### config.mk
export PLATFORM = sky130hd
export DESIGN_NAME = axis_pattern_source
export DESIGN_NICKNAME = d
export VERILOG_FILES = /design/src/rtl/axis_pattern_source.sv
export SDC_FILE = /design/constraint.sdc
export NUM_CORES = 1
export LEC_CHECK = 0
export BUFFER_PORTS_ARGS = -buffer_cell sky130_fd_sc_hd__buf_4
export CAP_MARGIN = 20
export CORE_MARGIN = 5
export CORE_UTILIZATION = 31
export CTS_BUF_LIST = sky130_fd_sc_hd__clkbuf_8 sky130_fd_sc_hd__clkbuf_16
export DETAILED_ROUTE_END_ITERATION = 10
export SYNTH_ARGS = -nofsm -noshare
export SYNTH_HDL_FRONTEND = slang
export SYNTH_SLANG_ARGS = --single-unit
### constraint.sdc
create_clock -name aclk -period 5.9 [get_ports aclk]
set_input_delay 0.885 -clock aclk [delete_from_list [all_inputs] [get_ports aclk]]
set_output_delay 0.885 -clock aclk [all_outputs]
set_load 0.005 [all_outputs]
### src/rtl/axis_pattern_source.sv
// AXI4-Stream test-pattern source (counter / LFSR / constant) with a programmable
// tick divider, stall-drop counter and an AXI4-Lite register bank.
module axis_pattern_source #(
    parameter int RATE_WIDTH = 16,
    parameter int ADDR_WIDTH = 4
) (
    input  logic                  aclk,
    input  logic                  aresetn,

    output logic [31:0]           m_axis_tdata,
    output logic                  m_axis_tvalid,
    input  logic                  m_axis_tready,

    input  logic [ADDR_WIDTH-1:0] s_axi_awaddr,
    input  logic                  s_axi_awvalid,
    output logic                  s_axi_awready,
    input  logic [31:0]           s_axi_wdata,
    input  logic [3:0]            s_axi_wstrb,
    input  logic                  s_axi_wvalid,
    output logic                  s_axi_wready,
    output logic [1:0]            s_axi_bresp,
    output logic                  s_axi_bvalid,
    input  logic                  s_axi_bready,
    input  logic [ADDR_WIDTH-1:0] s_axi_araddr,
    input  logic                  s_axi_arvalid,
    output logic                  s_axi_arready,
    output logic [31:0]           s_axi_rdata,
    output logic [1:0]            s_axi_rresp,
    output logic                  s_axi_rvalid,
    input  logic                  s_axi_rready
);

    localparam logic [31:0] ADDR_CTRL  = 32'h0;
    localparam logic [31:0] ADDR_RATE  = 32'h4;
    localparam logic [31:0] ADDR_SEED  = 32'h8;
    localparam logic [31:0] ADDR_DROPS = 32'hC;

    localparam logic [1:0] MODE_LFSR  = 2'd1;
    localparam logic [1:0] MODE_CONST = 2'd2;

    logic                  run_q, run_d;
    logic [1:0]            mode_q, mode_d;
    logic [RATE_WIDTH-1:0] rate_q, rate_d;
    logic [RATE_WIDTH-1:0] div_q, div_d;
    logic [31:0]           seed_q, seed_d;
    logic [31:0]           drops_q, drops_d;
    logic [31:0]           gen_q, gen_d;
    logic [31:0]           tdata_q, tdata_d;
    logic                  tvalid_q, tvalid_d;
    logic                  awready_q, awready_d;
    logic                  bvalid_q, bvalid_d;
    logic                  arready_q, arready_d;
    logic                  rvalid_q, rvalid_d;
    logic [31:0]           rdata_q, rdata_d;

    logic [31:0] waddr;
    logic [31:0] raddr;
    logic        wr_en;
    logic        rd_en;
    logic        restart;
    logic        drops_clear;
    logic        load;
    logic [31:0] load_val;
    logic        tick;
    logic        slot_free;
    logic [31:0] gen_next;

    function automatic logic [31:0] merge_bytes(input logic [31:0] old_val,
                                                input logic [31:0] new_val,
                                                input logic [3:0]  strb);
        logic [31:0] res;
        for (int b = 0; b < 4; b++) begin
            res[b*8 +: 8] = strb[b] ? new_val[b*8 +: 8] : old_val[b*8 +: 8];
        end
        return res;
    endfunction

    always_comb begin
        waddr       = 32'(s_axi_awaddr);
        raddr       = 32'(s_axi_araddr);
        wr_en       = awready_q && s_axi_awvalid && s_axi_wvalid;
        rd_en       = arready_q && s_axi_arvalid;

        awready_d   = s_axi_awvalid && s_axi_wvalid && !bvalid_q && !awready_q;
        arready_d   = s_axi_arvalid && !rvalid_q && !arready_q;
        bvalid_d    = bvalid_q;
        rvalid_d    = rvalid_q;
        rdata_d     = rdata_q;

        run_d       = run_q;
        mode_d      = mode_q;
        rate_d      = rate_q;
        seed_d      = seed_q;
        restart     = 1'b0;
        drops_clear = 1'b0;

        if (bvalid_q && s_axi_bready) bvalid_d = 1'b0;
        if (wr_en) begin
            bvalid_d = 1'b1;
            case (waddr)
                ADDR_CTRL: begin
                    if (s_axi_wstrb[0]) begin
                        run_d   = s_axi_wdata[0];
                        mode_d  = s_axi_wdata[2:1];
                        restart = s_axi_wdata[3];
                    end
                end
                ADDR_RATE: begin
                    for (int i = 0; i < RATE_WIDTH; i++) begin
                        rate_d[i] = s_axi_wstrb[i/8] ? s_axi_wdata[i] : rate_q[i];
                    end
                end
                ADDR_SEED:  seed_d = merge_bytes(seed_q, s_axi_wdata, s_axi_wstrb);
                ADDR_DROPS: drops_clear = 1'b1;
                default: ;
            endcase
        end

        if (rvalid_q && s_axi_rready) rvalid_d = 1'b0;
        if (rd_en) begin
            rvalid_d = 1'b1;
            case (raddr)
                ADDR_CTRL:  rdata_d = {29'b0, mode_q, run_q};
                ADDR_RATE:  rdata_d = 32'(rate_q);
                ADDR_SEED:  rdata_d = seed_q;
                ADDR_DROPS: rdata_d = drops_q;
                default:    rdata_d = 32'h0;
            endcase
        end
    end

    // Generator: the SEED load (run rising or restart) overrides any advance in the same cycle.
    always_comb begin
        load      = restart || (run_d && !run_q);
        load_val  = (mode_d == MODE_LFSR && seed_d == 32'h0) ? 32'h1 : seed_d;
        tick      = run_q && (div_q == '0);
        slot_free = !tvalid_q || m_axis_tready;

        case (mode_q)
            MODE_LFSR:  gen_next = {gen_q[30:0], gen_q[31] ^ gen_q[21] ^ gen_q[1] ^ gen_q[0]};
            MODE_CONST: gen_next = gen_q;
            default:    gen_next = gen_q + 32'd1;
        endcase

        gen_d    = gen_q;
        tdata_d  = tdata_q;
        tvalid_d = tvalid_q;
        drops_d  = drops_q;

        if (!run_q)    div_d = '0;
        else if (tick) div_d = rate_q;
        else           div_d = div_q - RATE_WIDTH'(1);

        if (tick) begin
            if (slot_free) begin
                tdata_d  = (mode_q == MODE_CONST) ? seed_q : gen_q;
                tvalid_d = 1'b1;
                gen_d    = gen_next;
            end else if (drops_q != 32'hFFFF_FFFF) begin
                drops_d = drops_q + 32'd1;
            end
        end else if (tvalid_q && m_axis_tready) begin
            tvalid_d = 1'b0;
        end

        if (load) begin
            gen_d = load_val;
            div_d = '0;
        end
        if (drops_clear) drops_d = 32'h0;
    end

    always_ff @(posedge aclk) begin
        if (!aresetn) begin
            run_q     <= 1'b0;
            mode_q    <= 2'd0;
            rate_q    <= '0;
            div_q     <= '0;
            seed_q    <= 32'h0;
            drops_q   <= 32'h0;
            gen_q     <= 32'h0;
            tdata_q   <= 32'h0;
            tvalid_q  <= 1'b0;
            awready_q <= 1'b0;
            bvalid_q  <= 1'b0;
            arready_q <= 1'b0;
            rvalid_q  <= 1'b0;
            rdata_q   <= 32'h0;
        end else begin
            run_q     <= run_d;
            mode_q    <= mode_d;
            rate_q    <= rate_d;
            div_q     <= div_d;
            seed_q    <= seed_d;
            drops_q   <= drops_d;
            gen_q     <= gen_d;
            tdata_q   <= tdata_d;
            tvalid_q  <= tvalid_d;
            awready_q <= awready_d;
            bvalid_q  <= bvalid_d;
            arready_q <= arready_d;
            rvalid_q  <= rvalid_d;
            rdata_q   <= rdata_d;
        end
    end

    assign m_axis_tdata  = tdata_q;
    assign m_axis_tvalid = tvalid_q;
    assign s_axi_awready = awready_q;
    assign s_axi_wready  = awready_q;
    assign s_axi_bvalid  = bvalid_q;
    assign s_axi_bresp   = 2'b00;
    assign s_axi_arready = arready_q;
    assign s_axi_rvalid  = rvalid_q;
    assign s_axi_rdata   = rdata_q;
    assign s_axi_rresp   = 2'b00;

endmodule

After elaboration in Yosys (flattened, before gate mapping)

Index checks and enable logic that the tools add are counted.

Input bits: 52
Logic and storage cells: 107
Output and inout port bits: 74
Register bits: 200

Mux-type cells: 32
Reduce and logical (&&, ||, !) cells: 39
$add $sub $neg: 3
Bitwise logic cells: 6
Eq/ne operators: 12

Operator list:

| kind                    | number |
|---|---|
| $mux W32                | 7 |
| $pmux W32 S4            | 1 |
| $add A32 B1 Y32 const B | 2 |
| $pmux W32 S2            | 1 |
| $logic_not A32 Y1       | 1 |
| $mux W8                 | 4 |
| $ne A32 B32 Y1 const B  | 1 |
| $eq A4 B4 Y1 const B    | 4 |
| $logic_not A16 Y1       | 1 |
| $mux W16                | 1 |
| $sub A16 B1 Y16 const B | 1 |
| $mux W1                 | 15 |
| $logic_and A1 B1 Y1     | 14 |
| $reduce_and A3 Y1       | 4 |
| $reduce_bool A2 Y1      | 5 |
| $eq A4 B3 Y1 const B    | 2 |
| $logic_not A4 Y1        | 2 |
| $logic_not A1 Y1        | 6 |
| $mux W2                 | 3 |
| $eq A2 B1 Y1 const B    | 2 |
| $reduce_and A2 Y1       | 2 |
| $not A1 Y1              | 3 |
| $reduce_or A3 Y1        | 1 |
| $xor A1 B1 Y1           | 3 |
| other kinds (5)         | 6 |

Logic depth before layout (Yosys ltp)

Depth after elaboration: 7
Depth in mapped cells: 10

Least setup slack after synthesis

Ideal clock, no wire load.

Kind: in2reg
Start: input port s_axi_awaddr[1]
End: register gen_q[0]
Library setup time: 74 ps
Path buffers: 1
Stages: 7
Data arrival time: 2602 ps
Path slack: 3224 ps
Cells stage by stage: nand4b_1 -> or4_1 -> buf_4 -> mux2i_1 -> o2111ai_1 -> or4_1 -> a31oi_1

Word-level cells in the longest chain between the ends: 7
Elaborated cells between the ends (all ways): 21
Those cells by class: eq/ne: 3; mux: 10; reduce/logical: 8

RTL lines:

| what                                                      | RTL line | text |
|---|---|---|
| start, declared                                           | 14       | `input logic [ADDR_WIDTH-1:0] s_axi_awaddr,` |
| $eq A4 B4 Y1 or $logic_not A4 Y1 (tied branches)          | 100      | `case (waddr)` |
| $mux W32, or another cell as far along                    | 100      |  |
| $mux W32, or another cell as far along                    | 98       | `if (wr_en) begin` |
| $logic_not A32 Y1, or another cell as far along           | 135      | `load_val = (mode_d == MODE_LFSR && seed_d == 32'h0) ? 32'h1 : seed_d;` |
| $logic_and A1 B1 Y1 or $logic_or A1 B1 Y1 (tied branches) | 135, 134 |  |
| $mux W32, or another cell as far along                    | 135      |  |
| $mux W32 or $reduce_and A3 Y1 (tied branches)             | n/a      |  |
| end signal, assigned                                      | 196      | `gen_q <= gen_d;` |
| end, declared                                             | 47       | `logic [31:0] gen_q, gen_d;` |

Several ways; a longest one is shown, not always the timed one.
A chain may end at the register's enable or synchronous reset.

Final worst setup path

Start: register div_q[0]
End: register gen_q[30]

Word-level cells in the longest chain between the ends: 4

RTL lines:

| what                                | RTL line | text |
|---|---|---|
| start, declared                     | 44       | `logic [RATE_WIDTH-1:0] div_q, div_d;` |
| start signal, assigned              | 193      | `div_q <= div_d;` |
| $logic_not A16 Y1                   | 136      | `tick = run_q && (div_q == '0);` |
| $logic_and A1 B1 Y1                 | 136      |  |
| $reduce_bool A2 Y1 (no source line) | n/a      |  |
| $reduce_and A3 Y1 (no source line)  | n/a      |  |

Every way passes these cells.

==> run metrics <==
Yosys top cell by area=dfxtp_1; Logic pwr share=3.8%; Nets=1,379; Compound-Gate Fraction of Synth Area=16.7%; clock root buffer master=clkbuf_16; RSZ-0062 raised after global routing=no; CTS tree=built; pin count of the biggest net entering global routing=79; period utilization=55.9%; Hold Path Sink=m_axis_tdata[16]; largest family of logic cells by synthesized area=simple AND/OR/NAND/NOR gates; initial antenna violation count=0; slowest CP cell=nand2_1; first-pass detailed-route iteration total=6; Worst Setup End Kind=flip-flop; Max VDD drop=0.198 mV; Num CTS Buffers=17; Chip Width=191 um; crit path DAT=3630 ps; sequence of cells on the critical path=inv_1, ha_1, nor4b_1, and4_2, buf_4, nand2_1, nor4_1, o21ai_0, a221oi_1; post-synthesis mux area share=8.89%; Post-DP HPWL=25.4 mm; synthesized area per cell=8.09 sq um; pre-CTS setup slack=2520 ps; Max-Cap Viols=0; crit-path max FO=38; worst r2r src=div_q[0]; worst r2r path cells=9; Placer Congestion=0.927; Clk pwr share=44.8%; Slew Viols, Final=0; minimum hold slack=453 ps; status=completed; final setup vio count=0; number of synthesized flops with an enable pin=0; fillers=3,378; Yosys reg bits=200; CTS clk-pin slew, worst paths=80 ps; CP Launch Type=flip-flop; Post-synth top flop=dfxtp_1; total congestion overflow=0; post-CTS setup buffer count=0; number of diodes=0; asr flop ratio synth=0%; Pleak=4.42 nW; first-pass GRT wire length=54.0 mm; switching fraction of total power=24.1%; final setup margin=2600 ps; kind of cell adding the most delay to the critical path=simple AND/OR/NAND/NOR gates; P_sw=0.636 mW; 1st-iter DRT viols=959; H-tree depth=4; Port Buffers=121; Area Overhead vs Synth=17.9%; hold crit path type=flip-flop to flip-flop; Synthesis Warnings=0; clock skew=14.5 ps; unique cell type count in the Yosys netlist=78; Total GRT Usage=18.9%; Adder-Cell Fraction of Synth Area=0.369%; Seq pwr share=51.4%; Detail Route Antenna Nets=0; HP Start=m_axis_tdata[16]; Worst slew margin=27.1%; CORE AREA=32,500 sq um; setup TNS=0 ps; clock buffer depth=2; final worst path period need=3300 ps; WL final=35.1 mm; Syn Std Cell Area=10,200 sq um; Max stage delay on crit path=640 ps; Die Ht=191 um; Critical R2R Capture=gen_q[30]; io pins=126; Final Hold Fails=0; critical path type=flip-flop to flip-flop; CTS Sinks=200; DR vias=9,717; post-synthesis sequential area ratio=39.4%; DR DRC count=0; maximum clock rate=303 MHz; Worst-Skew Late Latency=450 ps; internal power=2.00 mW; Slew @ Worst Pin=1080 ps; share of cells above drive strength 1=16.9%; vias per cell=5.46; top-area cell type share of the netlist area=39.4%; # hold bufs at CTS=0; vias in the first global route=9,090; Synth Area in Simple Gates=26.5%; post-layout util=37.0%; cell area power density=220 nW/um^2; FP Rows=66; CP required=6240 ps; R2R setup slack=2600 ps; WL/cell=19.8 um; die area=36,500 sq um; Synth Area in XOR/XNOR=3.67%; cts repair resizes=0; Worst Hold Depth=2; initial core utilization=31.3%; top post-synthesis cells by area=dfxtp_1 (39%), nor2_1 (7.3%), a21oi_1 (6.0%); worst path buffer plus inverter count=2; Synth Instances=1,257
## area by class of cell
class | instances | area, sq um | share of cell area (%)
multi-input cells | 951 | 5740 | 47.9
clock buffers | 19 | 453 | 3.78
flip-flops and latches | 200 | 4000 | 33.4
repair buffers | 138 | 1060 | 8.84
clock inverters | 13 | 121 | 1.01
well taps | 442 | 553 | 4.61
inverters | 16 | 62.6 | 0.522
## registers in the layout (all words and copies together) (netlist names)
signal         flops
s_axi_rdata       32
gen_q             32
s_axi_rvalid       1
seed_q            32
m_axis_tdata      32
s_axi_awready      1
m_axis_tvalid      1
rate_q            16
div_q             16
s_axi_bvalid       1
mode_q             2
drops_q           32
run_q              1
s_axi_arready      1
## worst reg2reg max path, delay by kind of cell (launching register included)
kind	cells	cell delay, ps
compound gates	2	400
buf+inv	2	490
flops	1	350
fa+ha+maj	1	190
simple gates	4	1760
## synthesized netlist by cell type, types with 6 or more instances
library cell / instances
dfxtp_1: 200
nor2_1: 197
a21oi_1: 121
nand2_1: 104
clkbuf_1: 75
nand3_1: 61
mux2i_1: 60
nor3_1: 46
o21ai_0: 34
xnor2_1: 34
a22oi_1: 32
mux2_2: 27
a211oi_1: 19
nand4_1: 19
nor4_1: 18
inv_1: 15
and3_1: 12
or4_1: 11
nand2b_1: 10
o22ai_1: 10
and2_1: 9
or3_1: 8
a221oi_1: 7
buf_4: 7
a31oi_1: 6
and4_1: 6
buf_2: 6
nor2b_1: 6
o21a_1: 6
xor2_1: 6
## power by group through the flow
| stage | clock network, mW | registers, mW | logic (mW) |
|---|---|---|---|
| 6_report | 1.18 | 1.36 | 0.0989 |
| 2_1_floorplan | 0 | 1.38 | 0.0445 |
| 5_1_grt | 1.25 | 1.36 | 0.106 |
| 3_5_place_dp | 0 | 1.39 | 0.0987 |
| 4_1_cts | 1.19 | 1.36 | 0.0990 |
| 3_3_place_gp | 0 | 1.39 | 0.0964 |
## layout by cell type, fill, tap and decap left out, types with 7 or more instances in the layout
master     instances
a211oi_1          19
a21oi_1          121
a221oi_1           7
a22oi_1           32
and2_1             9
and3_1            12
buf_4            136
clkbuf_16         17
dfxtp_1          200
inv_1             17
mux2_2            27
mux2i_1           60
nand2_1          104
nand2b_1          10
nand3_1           61
nand4_1           19
nor2_1           197
nor3_1            46
nor4_1            18
o21ai_0           34
o22ai_1           10
or3_1              8
or4_1             11
xnor2_1           34
## kinds of logic (layout without fill, tap and decap cells)
logic type | Yosys count | count (layout)
and+or+nand+nor | 543 | 543
AOI/OAI and AO/OA | 273 | 273
DFF | 200 | 200
buffers and inverters | 109 | 186
muxes | 87 | 87
xor gates and xnor gates | 41 | 41
adders and majority gates | 3 | 3
other | 1 | 4
## worst max-delay path by stage
stage                          startpoint   endpoint  slack, ps  depth (start not counted)
after floorplan           s_axi_awaddr[1]   gen_q[0]       3220                          7
after global placement    s_axi_awaddr[1]   gen_q[0]       2510                          7
after detailed placement  s_axi_awaddr[1]   gen_q[0]       2520                          7
after CTS                        div_q[0]  gen_q[30]       2610                          9
after global routing             div_q[0]  gen_q[30]       2320                          9
final                            div_q[0]  gen_q[30]       2600                          9
## layer usage
layer | wire [um] | share of wire (%) | global-route usage, %
met3 | 2650 | 7.5 | 3.78
met1 | 16200 | 46 | 26.9
met5 | 0 | 0 | 0
met2 | 15600 | 44 | 29.1
met4 | 679 | 1.9 | 5.00
## through the flow
step           cell area (sq um)  std cells  total power [mW]
5_1_grt                    12000       1779              2.71
4_1_cts                    12000       1778              2.65
3_3_place_gp               11400       1745              1.48
6_report                   12000       1779              2.64
2_1_floorplan              10200       1260              1.43
3_5_place_dp               11400       1746              1.49
Note: power is estimated with default switching activity, not from simulation.
